**config.mk**
```make
export PLATFORM = sky130hd
export DESIGN_NAME = ahb3lite_irq_master
export DESIGN_NICKNAME = d
export VERILOG_FILES = /design/src/rtl/ahb3lite_irq_master_pkg.sv /design/src/rtl/irq_prio_enc.sv /design/src/rtl/ahb3lite_irq_master.sv
export SDC_FILE = /design/constraint.sdc
export NUM_CORES = 1
export LEC_CHECK = 0
export ABC_AREA = 1
export CAP_MARGIN = 20
export CORE_MARGIN = 4
export CORE_UTILIZATION = 59
export DETAILED_ROUTE_END_ITERATION = 12
export GPL_TIMING_DRIVEN = 0
export PLACE_DENSITY = 0.86
export SLEW_MARGIN = 30
export SYNTH_ARGS = -nofsm -noshare
export SYNTH_HDL_FRONTEND = slang
export SYNTH_SLANG_ARGS = --single-unit
```
**constraint.sdc**
```tcl
create_clock -name CLK -period 18.9 [get_ports CLK]
set_input_delay 5.67 -clock CLK [delete_from_list [all_inputs] [get_ports CLK]]
set_output_delay 5.67 -clock CLK [all_outputs]
set_load 0.05 [all_outputs]
```
**src/rtl/ahb3lite_irq_master_pkg.sv**
```systemverilog
// ahb3lite_irq_master_pkg: shared FSM states, AHB constants and index width
package ahb3lite_irq_master_pkg;
    typedef enum logic [1:0] {IDLE, ADDR, DATA} state_t;
    localparam logic [1:0] HTRANS_IDLE     = 2'b00;
    localparam logic [1:0] HTRANS_NONSEQ   = 2'b10;
    localparam logic [2:0] HSIZE_WORD      = 3'b010;
    localparam logic [2:0] HBURST_SINGLE   = 3'b000;
    localparam logic [3:0] HPROT_DATA_PRIV = 4'b0011;
    localparam int         IDX_W           = 10;
endpackage

```
**src/rtl/irq_prio_enc.sv**
```systemverilog
// irq_prio_enc: combinational lowest-set-bit finder with valid flag
module irq_prio_enc #(
    parameter int N = 32,
    parameter int W = 10
) (
    input  logic [N-1:0] req,
    output logic         valid,
    output logic [W-1:0] idx
);
    assign valid = |req;
    always_comb begin
        idx = '0;
        for (int i = N - 1; i >= 0; i--)
            if (req[i]) idx = W'(i);
    end
endmodule

```
**src/rtl/ahb3lite_irq_master.sv**
```systemverilog
// ahb3lite_irq_master: IRQ rising edges become AHB3-Lite message writes; IRQ_MASTER_MASK_EN adds a MASK port
module ahb3lite_irq_master
    import ahb3lite_irq_master_pkg::*;
#(
    parameter int          IRQ_CNT       = 240,
    parameter logic [31:0] MSG_ADDR      = 32'h0000_0000,
    parameter logic [31:0] MSG_DATA_BASE = 32'h0000_0000
) (
    input  logic               CLK,
    input  logic               RESETn,
    input  logic [IRQ_CNT-1:0] IRQ,
`ifdef IRQ_MASTER_MASK_EN
    input  logic [IRQ_CNT-1:0] MASK,
`endif
    output logic [31:0]        HADDR,
    output logic [1:0]         HTRANS,
    output logic               HWRITE,
    output logic [2:0]         HSIZE,
    output logic [2:0]         HBURST,
    output logic [3:0]         HPROT,
    output logic               HMASTLOCK,
    output logic [31:0]        HWDATA,
    input  logic [31:0]        HRDATA,
    input  logic               HREADY,
    input  logic               HRESP,
    output logic               BUSY,
    output logic               ERR,
    output logic [IDX_W-1:0]   ERR_IDX
);
    state_t             state;
    logic [IRQ_CNT-1:0] irq_q, pending, clr, eligible;
    logic [IDX_W-1:0]   cur_idx, sel_idx;
    logic               sel_valid;
    logic               unused_hrdata;

    assign unused_hrdata = ^HRDATA;
    assign HSIZE         = HSIZE_WORD;
    assign HBURST        = HBURST_SINGLE;
    assign HPROT         = HPROT_DATA_PRIV;
    assign HMASTLOCK     = 1'b0;
    assign BUSY          = (|pending) || (state != IDLE);
`ifdef IRQ_MASTER_MASK_EN
    assign eligible = pending & ~MASK;
`else
    assign eligible = pending;
`endif
    assign clr = (state == ADDR && HREADY) ? IRQ_CNT'(1) << cur_idx : '0;

    irq_prio_enc #(.N(IRQ_CNT), .W(IDX_W)) u_enc (
        .req   (eligible),
        .valid (sel_valid),
        .idx   (sel_idx)
    );

    // irq_q resets high so lines already asserted out of reset are not treated as edges
    always_ff @(posedge CLK) begin
        if (!RESETn) begin
            irq_q   <= '1;
            pending <= '0;
        end else begin
            irq_q   <= IRQ;
            pending <= (pending & ~clr) | (IRQ & ~irq_q);
        end
    end

    always_ff @(posedge CLK) begin
        if (!RESETn) begin
            state   <= IDLE;
            cur_idx <= '0;
            ERR     <= 1'b0;
            ERR_IDX <= '0;
            HTRANS  <= HTRANS_IDLE;
            HADDR   <= '0;
            HWRITE  <= 1'b0;
            HWDATA  <= '0;
        end else begin
            ERR <= 1'b0;
            case (state)
                IDLE: if (sel_valid) begin
                    state   <= ADDR;
                    cur_idx <= sel_idx;
                    HTRANS  <= HTRANS_NONSEQ;
                    HADDR   <= MSG_ADDR;
                    HWRITE  <= 1'b1;
                end
                ADDR: if (HREADY) begin
                    state  <= DATA;
                    HTRANS <= HTRANS_IDLE;
                    HADDR  <= '0;
                    HWRITE <= 1'b0;
                    HWDATA <= MSG_DATA_BASE | 32'(cur_idx);
                end
                DATA: if (HREADY) begin
                    state  <= IDLE;
                    HWDATA <= '0;
                    ERR    <= HRESP;
                    if (HRESP) ERR_IDX <= cur_idx;
                end
                default: state <= IDLE;
            endcase
        end
    end
endmodule

```
==> results_dict.tcl <==
set metrics [dict create \
    synth_most_common_cell "nand2_1" \
    worst_path_max_delay_cell "dfxtp_1" \
    post_synth_num_cell_types 27 \
    r2r_slack_ns 5.15 \
    fin_tns_setup_ns 0 \
    initial_core_util 0.6017 \
    netlist_area_mm2 0.02347 \
    cp_max_fo 3 \
    hpwl_mm 55.99 \
    grt_pass1_vias 20440 \
    die_w_um 207.5 \
    total_power_mw 2.670 \
    dieArea_mm2 0.04304 \
    grt_max_degree 15 \
    synthFlopType "dfxtp_1" \
    cts_setup_buffers 0 \
    p_comb_frac 0.180 \
    async_reset_ff_frac 0 \
    num_io_pins 366 \
    hold_buffers 0 \
    worstReg2RegStart "eligible[238]" \
    max_freq_mhz 72.70 \
    grt.total_usage 0.3158 \
    grt_pass1_wl_mm 108.0 \
    cts_buffer_depth 3 \
    switching_share 0.2758 \
    yosysWarnings 0 \
    cts.sinks 508 \
    coreArea_mm2 0.03901 \
    drive_above_1_share 0.1512 \
    fin_util 0.7367 \
    die_y_um 207.5 \
    drtPass1Iterations 7 \
    worstSetupStartpoint "eligible[238]" \
    critPathMaxStageDelay_ns 0.36 \
    gp_congestion 0.9854 \
    cp_common_cell "nand2_1" \
    fin_crit_sh 0.7278 \
    syn2layout_area_growth_pct 22.44 \
    htree_levels 2 \
    slew_headroom 0.3023 \
    drtIter0Drc 1757 \
    wl_per_cell_um 17.49 \
    grt_remaining_overflow 0 \
    fin_skew_ns 0.02504 \
    reg2reg_depth 241 \
    cp_data_arrival_time_ns 14.25 \
    p_per_area_mw_per_mm2 92.90 \
    ys_ff_latch 508 \
    switching_power_mw 0.7363 \
    r2r-end "cur_idx[0]" \
    min_path_type "flip-flop to flip-flop" \
    power_frac_clock 0.387 \
    syn_inst 3128 \
    ir_worst_vdd_mv 0.07021 \
    worstMarginPinSlew_ns 1.043 \
    yosysSeqAreaShare 0.4333 \
    insertion_delay_ns 0.60 \
    crit_type "flip-flop to flip-flop" \
    drc 0 \
    num_rows 72 \
    grt_antenna_before_repair 0 \
    synth_top_area_cell "dfxtp_1" \
    start_kind "flip-flop" \
    p_leak_nw 13.29 \
    path_clk_slew_ns 0.07 \
    root_buffer "clkbuf_16" \
    worstPathRequired_ns 19.40 \
    placement.io_buffers 263 \
    slew_violations 0 \
    min_from "HWDATA[0]" \
    internal-power_mw 1.933 \
    fin_nets 3788 \
    netlist.area_leader.share 0.4333 \
    rsz0062_at_grt "no" \
    routed_wl_mm 71.17 \
    finalHoldViolations 0 \
    endpoint_kind "flip-flop" \
    p_seq_frac 0.434 \
    synthTopCellsByArea "dfxtp_1 43%, nand2_1 13%, bufinv_8 9.6%, inv_1 6.7%, or2_2 6.4%" \
    yosys-top-cells-count "783 x nand2_1, 508 x dfxtp_1, 421 x inv_1" \
    final-setup-viol-count 0 \
    avgSynthCellArea_um2 7.503 \
    maxCapViolations 0 \
    status "finished clean" \
    cts_tree "yes" \
    viasPerCell 5.073 \
    ant_nets 0 \
    synth_edf_count 0 \
    cts_resized 0 \
    min_period_ns 13.75 \
    cts_buffers 51 \
    n_antenna_cell 0 \
    vias 20640 \
    num-fill-cells 2979 \
    crit_end "cur_idx[0]" \
]
==> sequential cells by signal, indices dropped and copies added, names as in the netlist <==
name	count
irq_q	240
eligible	240
cur_idx	8
state	2
HWDATA	8
HWRITE	1
ERR_IDX	8
ERR	1
==> worst max-delay path, delay by kind of cell, from the launching register on <==
family / cells / cell delay (ns)
flops: 1 / 0.36
compound gates: 1 / 0.07
buf+inv: 1 / 0.05
simple gates: 239 / 13.06
==> per-stage QoR <==
step / cell area (µm²) / hold WS (ns) / setup WS, ns / cells
after floorplan: 23730 / 0.4496 / 8.417 / 3196
after global placement: 27010 / 0.4619 / 5.668 / 3977
after detailed placement: 27020 / 0.4567 / 5.572 / 3977
after CTS: 28740 / 0.4693 / 5.409 / 4069
after global routing: 28740 / 0.4985 / 3.130 / 4069
final: 28740 / 0.4641 / 5.145 / 4069
==> power groups by stage <==
stage                     clock network, mW  registers [mW]  logic (mW)
after global routing                   1.08            1.16       0.524
after CTS                              1.04            1.16       0.474
final                                  1.03            1.16       0.480
after detailed placement                  0            1.18       0.470
after floorplan                           0            1.17       0.314
after global placement                    0            1.18       0.461
==> cells in the final DEF, fill, tap and decap left out, types with 10 or more instances in the layout <==
master           synthesis  final
conb_1                   2     70
a21oi_1                268    268
nand3_1                 47     47
clkinv_2                 0     10
buf_4                   72     72
or2_2                  240    240
clkdlybuf4s50_1          0    263
clkbuf_16                0     52
dfxtp_1                508    508
clkbuf_1                93     99
o31ai_1                 11     11
nand2_1                783    783
clkbuf_8                 0     11
bufinv_8               128    128
o21ai_0                241    241
inv_1                  421    421
nor2_1                 270    264
==> metal layers <==
metal / share of wire / global-route usage / wire length [µm]
met5: 0 / 0 / 0
met4: 0.038 / 0.1254 / 2713
met3: 0.074 / 0.04186 / 5262
met2: 0.49 / 0.5554 / 34730
met1: 0.40 / 0.3939 / 28460
==> cell type report <==
class,instances,area [µm²],share of cell area
Clock buffer,72,1486,0.05172
Sequential cell,508,10170,0.3539
Inverter,552,3834,0.1334
Timing Repair Buffer,263,2633,0.09161
Clock inverter,20,226.5,0.007881
Multi-Input combinational cell,1961,8795,0.3060
Tap cell,518,648.1,0.02255
Buffer,175,945.9,0.03292
==> kinds of logic (layout without fill, tap and decap cells) <==
| family | count (synthesis) | after routing | synth area share |
|---|---|---|---|
| compound gates | 537 | 537 | 0.1171 |
| buf+inv | 727 | 1082 | 0.2035 |
| flops | 508 | 508 | 0.4333 |
| other cells | 2 | 70 | 0.0003200 |
| simple gates | 1354 | 1354 | 0.2458 |
==> worst min path at each step <==
stage / cells past startpoint / endpoint
2_1_floorplan: 2 / eligible[1]
3_3_place_gp: 3 / eligible[238]
3_5_place_dp: 2 / HWDATA[0]
4_1_cts: 2 / HWDATA[0]
5_1_grt: 2 / eligible[19]
6_report: 2 / HWDATA[0]
Note: power is estimated with default switching activity, not from simulation.
